--- src/rtl/arith_pkg.sv ---
// rtl/arith_pkg.sv - shared state encoding for the bit-serial arithmetic blocks
package arith_pkg;

    // FSM encoding; the unused code 2'd3 is treated as IDLE by the decoders
    localparam logic [1:0] ST_IDLE = 2'd0;
    localparam logic [1:0] ST_RUN  = 2'd1;
    localparam logic [1:0] ST_DONE = 2'd2;

endpackage

--- src/rtl/full_add.sv ---
// rtl/full_add.sv - single-bit combinational full adder cell
module full_add (
    input  logic i_a,
    input  logic i_b,
    input  logic i_cin,
    output logic o_sum,
    output logic o_cout
);

    logic w_p;

    // Propagate term shared by sum and carry; carry written in the same
    // generate/propagate form as the subtractor's borrow cell
    always_comb begin
        w_p    = i_a ^ i_b;
        o_sum  = w_p ^ i_cin;
        o_cout = (i_a & i_b) | (i_cin & w_p);
    end

endmodule

--- src/rtl/serial_carry_adder.sv ---
// rtl/serial_carry_adder.sv - bit-serial adder, LSB first, one full-adder cell
module serial_carry_adder
    import arith_pkg::*;
#(
    parameter int WIDTH = 8
) (
    input  logic             i_clk,
    input  logic             i_rst,
    input  logic             i_in_valid,
    output logic             o_in_ready,
    input  logic [WIDTH-1:0] i_a,
    input  logic [WIDTH-1:0] i_b,
    input  logic             i_cin,
    output logic             o_out_valid,
    input  logic             i_out_ready,
    output logic [WIDTH-1:0] o_sum,
    output logic             o_cout,
    output logic             o_busy
);

    localparam int CNT_W = (WIDTH > 1) ? $clog2(WIDTH) : 1;
    localparam logic [CNT_W-1:0] CNT_LAST = CNT_W'(WIDTH - 1);

    logic [1:0]       r_state;
    logic [1:0]       w_next_state;
    logic [WIDTH-1:0] r_a;
    logic [WIDTH-1:0] r_b;
    logic [WIDTH-1:0] r_sum;
    logic             r_c;
    logic [CNT_W-1:0] r_cnt;
    logic             w_s;
    logic             w_c;
    logic             w_load;
    logic             w_step;

    // The only adder cell: works on the current LSBs and the stored carry
    full_add u_full_add (
        .i_a    (r_a[0]),
        .i_b    (r_b[0]),
        .i_cin  (r_c),
        .o_sum  (w_s),
        .o_cout (w_c)
    );

    assign w_load = i_in_valid & o_in_ready;
    assign w_step = (r_state == ST_RUN);

    // State register
    always_ff @(posedge i_clk or posedge i_rst) begin
        if (i_rst) begin
            r_state <= ST_IDLE;
        end else begin
            r_state <= w_next_state;
        end
    end

    // Next-state: RUN ends after the bit with cnt == WIDTH-1
    always_comb begin
        w_next_state = r_state;
        case (r_state)
            ST_RUN:  if (r_cnt == CNT_LAST) w_next_state = ST_DONE;
            ST_DONE: if (i_out_ready)       w_next_state = ST_IDLE;
            default: if (i_in_valid)        w_next_state = ST_RUN;
        endcase
    end

    // Outputs decoded from state; in_ready and out_valid are mutually exclusive
    always_comb begin
        o_in_ready  = 1'b0;
        o_out_valid = 1'b0;
        o_busy      = 1'b0;
        case (r_state)
            ST_RUN:  o_busy      = 1'b1;
            ST_DONE: o_out_valid = 1'b1;
            default: o_in_ready  = 1'b1;
        endcase
    end

    // Datapath: load operands on accept, then shift one bit per RUN cycle;
    // result and final carry are left untouched until the next load
    always_ff @(posedge i_clk or posedge i_rst) begin
        if (i_rst) begin
            r_a   <= '0;
            r_b   <= '0;
            r_sum <= '0;
            r_c   <= 1'b0;
            r_cnt <= '0;
        end else if (w_load) begin
            r_a   <= i_a;
            r_b   <= i_b;
            r_sum <= '0;
            r_c   <= i_cin;
            r_cnt <= '0;
        end else if (w_step) begin
            r_a   <= r_a >> 1;
            r_b   <= r_b >> 1;
            r_sum <= {w_s, r_sum[WIDTH-1:1]};
            r_c   <= w_c;
            r_cnt <= r_cnt + 1'b1;
        end
    end

    assign o_sum  = r_sum;
    assign o_cout = r_c;

endmodule

--- config.mk ---
export PLATFORM = sky130hd
export DESIGN_NAME = serial_carry_adder
export DESIGN_NICKNAME = d
export VERILOG_FILES = /design/src/rtl/arith_pkg.sv /design/src/rtl/full_add.sv /design/src/rtl/serial_carry_adder.sv
export SDC_FILE = /design/constraint.sdc
export NUM_CORES = 1
export LEC_CHECK = 0
export ABC_CLOCK_PERIOD_IN_PS = 2400
export BUFFER_PORTS_ARGS = -buffer_cell sky130_fd_sc_hd__buf_2
export CORE_ASPECT_RATIO = 0.7
export CORE_MARGIN = 5
export CORE_UTILIZATION = 50
export DETAILED_ROUTE_END_ITERATION = 6
export GPL_TIMING_DRIVEN = 0
export HOLD_SLACK_MARGIN = 0.15
export PLACE_DENSITY = 0.75
export SYNTH_ARGS = -nofsm -noshare
export SYNTH_HDL_FRONTEND = slang
export SYNTH_HIERARCHICAL = 1
export SYNTH_SLANG_ARGS = --single-unit
--- constraint.sdc ---
create_clock -name i_clk -period 2.4 [get_ports i_clk]
set_input_delay 0 -clock i_clk [delete_from_list [all_inputs] [get_ports i_clk]]
set_output_delay 0 -clock i_clk [all_outputs]
set_load 0.1 [all_outputs]
# Word level (Yosys, flattened, before mapping)
# Index checks and enable logic that the tools add are counted.
# Widths: inputs -> output; s select.
[totals]
regBits = 30
elab_cells = 39
inputBits = 21
mem_bits_ro = 0
latchBits = 0
ram_bits = 0
out_inout_bits = 12
mem_count = 0
[classes]
n_shift = 0
mux = 17
n_mul = 0
add_sub_neg = 1
order_cmp = 0
reduce_logical = 4
n_eq_ne = 5
div = 0
n_bitwise = 6
[ops]
columns = ["op", "count"]
rows = [
  ["$mux 8", 6],
  ["$mux 2", 3],
  ["$mux 3", 2],
  ["$mux 1", 5],
  ["$pmux 2 s2", 1],
  ["$add 3x1->3 const B", 1],
  ["$and 1x1->1", 3],
  ["$eq 3x3->1 const B", 1],
  ["$reduce_and 3->1", 1],
  ["$reduce_bool 3->1", 1],
  ["$eq 2x1->1 const B", 1],
  ["$eq 2x2->1 const B", 1],
  ["$ne 2x1->1 const B", 1],
  ["$ne 2x2->1 const B", 1],
  ["$reduce_bool 2->1", 1],
  ["$reduce_or 2->1", 1],
  ["$xor 1x1->1", 2],
  ["$or 1x1->1", 1],
]

# Logic depth before layout (Yosys ltp)
# Gate-level depths: netlist (run 1).
[logic_depth]
word_depth = 5
mapped_depth = 7
ltp_nobuf = 5

# By module
# Netlist (run 1), hierarchy kept.
[modules_own_cells]
columns = ["module", "seq_area_each_um2", "cells_each", "n_inst", "area_each_um2"]
rows = [
  ["serial_carry_adder", 750.7, 125, 1, 1403.8],
  ["full_add", 0.0, 1, 1, 20.0],
]

# Worst setup path before layout (run 1)
# Ideal clock, no wire load.
[synth_path]
kind = "flip-flop to flip-flop"
from = "reg r_state[1]"
to = "reg r_sum[0], in the netlist o_sum[0]"
arrival_ps = 1942
t_required_ps = 2278
stages_incl_launch_ff = 7
slack_ps = 336
setup_time_ps = 122
path_buffers = 2
period_less_slack_ps = 2064
path_cell_list = "dfrtp_1 inv_1 ha_1 buf_6 buf_8 mux2i_1 nor2_1"
[synth_between]
elab_chain_len = 5
word_cells_on_any_way = 7
classes_between = "eq/ne: 2; mux: 2; bitwise: 1; reduce/logical: 2"
[synth_lines]
columns = ["item", "line_no", "text"]
rows = [
  ["start, declared", "serial_carry_adder.sv:24", "logic [1:0] r_state;"],
  ["start signal, assigned", "serial_carry_adder.sv:53", "r_state <= w_next_state;"],
  ["$eq 2x1->1 or $eq 2x2->1 (tied branches)", "serial_carry_adder.sv:46, serial_carry_adder.sv:72", ""],
  ["$reduce_or 2->1 (no source line)", "--", ""],
  ["$mux 1", "serial_carry_adder.sv:72", "case (r_state)"],
  ["$and 1x1->1", "serial_carry_adder.sv:45", "assign w_load = i_in_valid & o_in_ready;"],
  ["$mux 8 or $reduce_bool 2->1 (tied branches)", "--", ""],
  ["end signal, assigned", "serial_carry_adder.sv:97", "r_sum <= {w_s, r_sum[WIDTH-1:1]};"],
  ["end, declared", "serial_carry_adder.sv:28", "logic [WIDTH-1:0] r_sum;"],
]
# Parallel ways exist; a longest one is shown, timed or not.
# A chain may end at the register's enable or synchronous reset.

# Worst setup path in the final report (run 1)
[layout_path]
from = "reg r_state[0]"
to = "reg r_a[7]"
[layout_between]
elab_chain_len = 5
word_cells_on_any_way = 7
classes_between = "eq/ne: 2; mux: 2; bitwise: 1; reduce/logical: 2"
[layout_lines]
columns = ["item", "line_no", "text"]
rows = [
  ["$eq 2x1->1 or $eq 2x2->1 (tied branches)", "serial_carry_adder.sv:46, serial_carry_adder.sv:72", ""],
  ["$reduce_or 2->1 (no source line)", "--", ""],
  ["$mux 1", "serial_carry_adder.sv:72", ""],
  ["$and 1x1->1", "serial_carry_adder.sv:45", ""],
  ["$mux 8 or $reduce_bool 2->1 (tied branches)", "--", ""],
  ["end signal, assigned", "serial_carry_adder.sv:89", "r_a <= i_a;"],
  ["end signal, assigned", "serial_carry_adder.sv:95", "r_a <= r_a >> 1;"],
  ["end, declared", "serial_carry_adder.sv:26", "logic [WIDTH-1:0] r_a;"],
]
# Parallel ways exist; a longest one is shown, timed or not.

==> summary.txt, run 1 <==
Status
  • Status: finished, final reports clean

Critical path
  • Crit-path cells: inv_1 > ha_1 > and2_1 > buf_2 > buf_2 > nand2_1 > o21ai_1
  • Slowest stage delay, CP: 0.38 ns
  • Largest delay share family, worst path: buffers and inverters
  • Startpoint types: flop
  • Crit Path Class: reg2reg
  • Required time of the critical path: 2.60 ns
  • Critical path buffer and inverter count: 3
  • Critical Path AT: 1.76 ns
  • Critical-path top delay cell: dfrtp_1
  • Worst Path Max Fanout: 10
  • Critical path capture point type: flop
  • CP dominant cell by count: buf_2

Drt
  • Routed length per instance: 15.44 um
  • DRT Wirelength: 3.412 mm
  • Via density: 5.100
  • DR pass1 iterations: 4
  • Via Count: 1127
  • Residual DRC count: 0
  • Antenna-violating nets left: 0
  • Drt initial violations: 97

CTS
  • Total CTS buffers: 5
  • Clock tree buffer depth: 2
  • Root Buffer: clkbuf_8
  • TritonCTS Sinks: 30
  • Clk_lat worst skew: 0.28 ns
  • CTS tree: done
  • Post-CTS setup buffer count: 0
  • Clock slew at the register clock pins of the worst setup and hold paths: 0.06 ns
  • H-tree depth: 2

STA
  • Worst Tran Pin Value: 1.129 ns
  • RSZ-0062 raised after global routing: no
  • Slew Viols, Final: 0
  • Endpoints failing hold: 0
  • # setup viols final: 0
  • Setup TNS: 0 ns
  • F_max: 0.6382 GHz
  • Skew final: 0.008211 ns
  • Period minus WS final: 1.567 ns
  • Fin crit share: 0.6529
  • Slew Limit Headroom: 0.2468

GRT
  • Met1 GRT Util: 0.2239
  • Initial antenna violation count: 0
  • Pin count of the biggest net entering global routing: 31
  • Global-route wire length before repair: 5.678 mm
  • Vias in the first global route: 1223
  • Total track usage: 0.1948
  • Gr busiest metal: met2
  • GR Util met3: 0.05138
  • Grt met2 use: 0.3485
  • Global route overflow: 0

Floorplan
  • Core footprint: 2763 um2
  • Full die area: 4032 um2
  • Ports: 33
  • FP Rows: 16
  • Initial Util: 0.5154
  • Die Ht: 54.65 um
  • Die W: 73.78 um

Final layout
  • Post-layout util: 0.6979
  • FF+latch area: 750.7 um2
  • Fill count: 194
  • Area Growth Syn to Fin: 35.41%
  • Footprint of the multi-input gates: 600.6 um2
  • Final net count: 211
  • Share of layout cells above drive strength 1: 0.2649
  • # diodes: 0

Synth
  • Commonest cells in the synthesized netlist: 30 x dfrtp_1, 25 x mux2i_1, 17 x nand2_1, 17 x o21ai_1, 11 x nor2_1
  • Syn Area/Cell: 11.30 um2
  • Ys Warns: 6
  • Most common cell in the netlist: dfrtp_1
  • Area contributors post-synth: dfrtp_1 53%, mux2i_1 18%, o21ai_1 6.0%, nand2_1 4.5%, ha_1 4.4%
  • Syn Inst Count: 126
  • Post-synthesis sequential area ratio: 0.5272
  • Cell variety after synth: 18
  • Post-Syn Area: 1424 um2
  • Flops & latches, synth: 30
  • Fraction of registers with async set/reset: 1.000
  • Synth area leader: dfrtp_1
  • Syn_nets: 153
  • Post-synth EDFFs: 0
  • Synth top area share: 0.5272
  • Ys flop type: dfrtp_1

Pwr
  • Clock network fraction of total power: 0.171
  • Switching power: 1399 uW
  • Seq pwr share: 0.298
  • Internal: 1525 uW
  • Maximum VDD drop: 1.471 mV
  • Combinational Power Share: 0.531
  • PD cells: 1516 nW/um2
  • Leak pwr: 0.001003 uW
  • Switching Share: 0.4784

Min path
  • Min-delay worst type: in2reg

Run
  • Total of max-cap violations: 0

Placement
  • IO buf count: 32
  • Routability cong.: 0.7732
  • Final HPWL DP: 2.206 mm
==> cell usage in the layout, fill, tap and decap left out, drive strengths merged <==
| cell | synthesis | routed |
|---|---|---|
| fa | 1 | 1 |
| bufinv | 0 | 1 |
| nand2 | 17 | 17 |
| and2 | 1 | 1 |
| nand2b | 4 | 4 |
| mux2 | 1 | 1 |
| dfrtp | 30 | 30 |
| o21ai | 17 | 17 |
| a32o | 1 | 1 |
| dlygate4sd3 | 0 | 19 |
| o311ai | 1 | 1 |
| clkbuf | 0 | 5 |
| xnor2 | 1 | 1 |
| buf | 8 | 40 |
| mux2i | 25 | 25 |
| clkinv | 0 | 2 |
| nor2 | 11 | 11 |
| inv | 3 | 3 |
| ha | 5 | 5 |
==> registers in the layout, summed over array words and instances, names as in the netlist <==
register and flops:
r_a 8, r_b 8, r_state 2, o_sum 8
r_cnt 3, o_cout 1
==> worst paths after layout <==
path | to | from | cells after the start | slack [ns]
max | r_a[7]$_DFFE_PP0P_ | r_state[0]$_DFFE_PP0P_ | 7 | 0.83
min reg2reg | r_cnt[1]$_DFFE_PP0P_ | r_cnt[1]$_DFFE_PP0P_ | 2 | 0.54
min | r_state[0]$_DFFE_PP0P_ | i_in_valid | 3 | 0.20
min in group asynchronous | r_a[2]$_DFFE_PP0P_ | i_rst | 3 | 0.57
max in group asynchronous | r_a[5]$_DFFE_PP0P_ | i_rst | 3 | 1.15
max reg2reg | r_a[7]$_DFFE_PP0P_ | r_state[0]$_DFFE_PP0P_ | 7 | 0.83
==> worst register-to-register path: stages (launching register included) <==
cell     delay [ns]
dfrtp_1        0.38
inv_1          0.08
ha_1           0.31
and2_1         0.11
buf_2          0.17
buf_2          0.24
nand2_1        0.09
o21ai_1        0.10
==> per-stage QoR <==
stage | hold WS (ns) | worst slack [ns] | std cells | area (um2) | power (uW)
finish | 0.1983 | 0.8331 | 221 | 1928 | 2923
global route | 0.2047 | 0.7050 | 221 | 1928 | 3089
CTS | 0.1961 | 0.8107 | 221 | 1928 | 2922
detailed placement | 0.2130 | 0.8459 | 194 | 1629 | 2397
global placement | 0.2070 | 0.9140 | 194 | 1629 | 2332
floorplan | 0.09081 | 0.3356 | 126 | 1424 | 2119
==> layer usage <==
layer | vias to the layer above | share of wire
met2 | 23 | 0.50
met4 | 0 | 0.018
met1 | 557 | 0.43
met3 | 7 | 0.044
met5 | - | 0
li1 | 540 | -
==> area by class of cell <==
cell class,instances,area share
Clock inverter,3,0.02077
Sequential cell,30,0.3894
Clock buffer,5,0.03569
Inverter,3,0.005840
Tap cell,36,0.02336
Multi-Input combinational cell,85,0.3115
Timing Repair Buffer,51,0.1817
Buffer,8,0.03180
==> cell families after synthesis <==
logic type                 count (synthesis)  synth area share
and+or+nand+nor                           33           0.09578
xor gates and xnor gates                   1          0.006152
muxes                                     26            0.1837
DFF                                       30            0.5272
AOI/OAI and AO/OA                         19           0.07821
buffers and inverters                     11           0.05096
adders and majority gates                  6           0.05800
==> power by group through the flow <==
stage	combinational (uW)	clock, uW	sequential [uW]
after global routing	1670	525	892
final	1550	500	871
after detailed placement	1520	0	874
after floorplan	908	0	1210
after CTS	1550	504	868
after global placement	1470	0	857
==> what timing repair did <==
action / 4_1_cts / 5_1_grt
gates resized for setup: 0 / 0
hold buffers: 19 / 0
endpoints found under the hold margin: 48 / 0
(Power assumes the default switching activity.)
==> inputs of run 2 (changes only) <==
--- a/config.mk
+++ b/config.mk
@@ -5,7 +5,7 @@
 export SDC_FILE = /design/constraint.sdc
 export NUM_CORES = 1
 export LEC_CHECK = 0
-export ABC_CLOCK_PERIOD_IN_PS = 2400
+export ABC_CLOCK_PERIOD_IN_PS = 1500
 export BUFFER_PORTS_ARGS = -buffer_cell sky130_fd_sc_hd__buf_2
 export CORE_ASPECT_RATIO = 0.7
 export CORE_MARGIN = 5
==> constraint.sdc (replaced) <==
create_clock -name i_clk -period 1.5 [get_ports i_clk]
set_input_delay 0 -clock i_clk [delete_from_list [all_inputs] [get_ports i_clk]]
set_output_delay 0 -clock i_clk [all_outputs]
set_load 0.1 [all_outputs]
==> run 2 against run 1 <==
Against the previous run: sequential power is 62% higher; setup slack worse by 0.81 ns; largest power group unchanged; first-iteration DRC count is 49% lower; sequential cell count stayed put.
==> summary.txt, run 2 (same netlist as run 1, synthesis figures left out) <==
CTS
  • Clk_lat worst skew: 0.28 ns (about the same)
  • Total CTS buffers: 5 (unchanged)
  • Clock slew at the register clock pins of the worst setup and hold paths: 0.06 ns (about the same)
  • Post-CTS setup buffer count: 0 (unchanged)
  • TritonCTS Sinks: 30 (unchanged)
  • Root Buffer: clkbuf_8
  • CTS tree: done
  • H-tree depth: 2 (unchanged)
  • Clock tree buffer depth: 2 (unchanged)

GRT
  • Pin count of the biggest net entering global routing: 31 (unchanged)
  • Global route overflow: 0 (unchanged)
  • Vias in the first global route: 1169 (-4.4%)
  • Initial antenna violation count: 0 (unchanged)
  • Global-route wire length before repair: 5.402 mm (-4.9%)
  • Total track usage: 0.1886 (-0.006174)

STA
  • Worst Tran Pin Value: 0.6361 ns (-0.4925 ns)
  • Endpoints failing hold: 0 (unchanged)
  • Fin crit share: 0.9847 (+0.3318)
  • # setup viols final: 0 (unchanged)
  • Slew Viols, Final: 0 (unchanged)
  • Period minus WS final: 1.477 ns (-0.08986 ns)
  • Skew final: 0.006351 ns (-0.001860 ns)
  • Setup TNS: 0 ns (unchanged)
  • RSZ-0062 raised after global routing: yes
  • Slew Limit Headroom: 0.5751 (+0.3283)
  • F_max: 0.6770 GHz (+6.1%)

Final layout
  • Share of layout cells above drive strength 1: 0.3405 (+0.07568)
  • Final cell count without fillers: 221 (unchanged)
  • Area Growth Syn to Fin: 42.53%
  • Fill count: 204 (+5.2%)
  • Final net count: 211 (unchanged)
  • Most common cell after layout, fill and taps aside: buf_2
  • Most frequent cells in the layout: 31 x buf_2, 28 x dfrtp_1, 24 x mux2i_1
  • # diodes: 0 (unchanged)
  • Cell area after layout: 2029 um2 (+5.3%)

Drt
  • Routed length per instance: 14.57 um (-5.7%)
  • Residual DRC count: 0 (unchanged)
  • DR pass1 iterations: 4 (unchanged)
  • DRT Wirelength: 3.219 mm (-5.7%)
  • Via density: 4.995 (-2.0%)
  • Via Count: 1104 (-2.0%)
  • Antenna-violating nets left: 0 (unchanged)
  • Drt initial violations: 49 (-49%)

Placement
  • IO buf count: 32 (unchanged)
  • Routability cong.: 0.7578 (-2.0%)
  • Final HPWL DP: 2.145 mm (-2.7%)
  • Dpl cell area: 1712 um2 (+5.1%)
  • DP Cell Count: 194 (unchanged)

Critical path
  • Required time of the critical path: 1.66 ns (-0.94 ns)
  • Reg2reg setup slack: 0.02 ns (-0.81 ns)
  • Critical Path AT: 1.64 ns (-0.12 ns)
  • Worst Path Max Fanout: 2 (-8)
  • Critical path capture point type: flop
  • Startpoint types: flop
  • Crit Path Class: reg2reg
  • FF-to-FF Start: r_cnt[0]$_DFFE_PP0P_
  • R2r endpoint: r_state[0]$_DFFE_PP0P_
  • R2r worst-path depth: 5 (-2)

Status
  • Status: finished, final reports clean

Floorplan
  • FP Rows: 16 (unchanged)
  • Initial Util: 0.5154 (unchanged)
  • Die W: 73.78 um (unchanged)
  • Core footprint: 2763 um2 (unchanged)
  • Full die area: 4032 um2 (unchanged)
  • Die Ht: 54.65 um (unchanged)
  • Ports: 33 (unchanged)

Min path
  • Hold wc startpoint: i_in_valid
  • Hold Crit Depth: 3 (unchanged)
  • Min-delay worst type: in2reg
  • Worst hold endpoint: r_state[0]$_DFFE_PP0P_

Pwr
  • PD cells: 2365 nW/um2 (+56%)
  • Maximum VDD drop: 1.736 mV (+18%)
  • Leak pwr: 0.0009978 uW (-0.55%)

Run
  • Total of max-cap violations: 0 (unchanged)
run 2: repair_timing:
action | 4_1_cts | 5_1_grt
gates resized for setup | 2 | 6
pin swaps | 0 | 0
endpoints found under the hold margin | 48 | 0
hold buffers | 19 | 0
endpoints found under the setup margin | 1 | 33
run 2: through the flow:
stage / setup WS, ns / hold slack [ns] / power [uW] / util
2_1_floorplan: -0.04546 / 0.09067 / 3580 / -
3_3_place_gp: 0.004121 / 0.2059 / 3886 / 0.6196
3_5_place_dp: -0.01278 / 0.2176 / 4014 / 0.6196
4_1_cts: 0.01192 / 0.1851 / 4744 / 0.7246
5_1_grt: -0.01758 / 0.1948 / 5089 / 0.7346
6_report: 0.02291 / 0.1834 / 4799 / 0.7346
run 2: area by class of cell:
cell class | count | area [um2] | share of cell area
Tap cell | 36 | 45.04 | 0.02219
Buffer | 8 | 97.59 | 0.04809
Clock buffer | 6 | 82.58 | 0.04069
Multi-Input combinational cell | 85 | 670.6 | 0.3305
Sequential cell | 30 | 753.2 | 0.3711
Clock inverter | 2 | 12.51 | 0.006165
Timing Repair Buffer | 51 | 352.8 | 0.1739
Inverter | 3 | 15.01 | 0.007398
run 2: worst max-delay path by stage:
stage | from | end | slack (ns) | depth (start not counted)
6_report | r_cnt[0]$_DFFE_PP0P_ | r_state[0]$_DFFE_PP0P_ | 0.02 | 5
5_1_grt | r_cnt[0]$_DFFE_PP0P_ | r_state[0]$_DFFE_PP0P_ | -0.02 | 5
4_1_cts | r_state[0]$_DFFE_PP0P_ | o_in_ready | 0.01 | 3
3_5_place_dp | r_cnt[0]$_DFFE_PP0P_ | r_state[0]$_DFFE_PP0P_ | -0.01 | 5
3_3_place_gp | r_cnt[0]$_DFFE_PP0P_ | r_state[0]$_DFFE_PP0P_ | 0.004 | 5
2_1_floorplan | r_state[0]$_DFFE_PP0P_ | o_cout$_DFFE_PP0P_ | -0.05 | 7
run 2: worst max-delay path, cell delays in order, from the launching register on:
cell and delay, ns:
dfrtp_1 0.40, ha_2 0.19, ha_2 0.18, nand2b_1 0.17
o311ai_4 0.09, mux2_4 0.33
run 2: power breakdown:
group	internal, uW	switching [uW]	total [uW]
Combinational	975	1740	2720
Clock	368	306	674
Sequential	1160	251	1410
run 2: metal layers:
metal	part of all wire	wire [um]	vias to the layer above	global-route usage
met5	0	0	-	0
met4	0.021	66	0	0.09940
met3	0.051	163	8	0.04587
met2	0.47	1510	24	0.3044
met1	0.46	1478	533	0.2373
li1	-	-	539	-
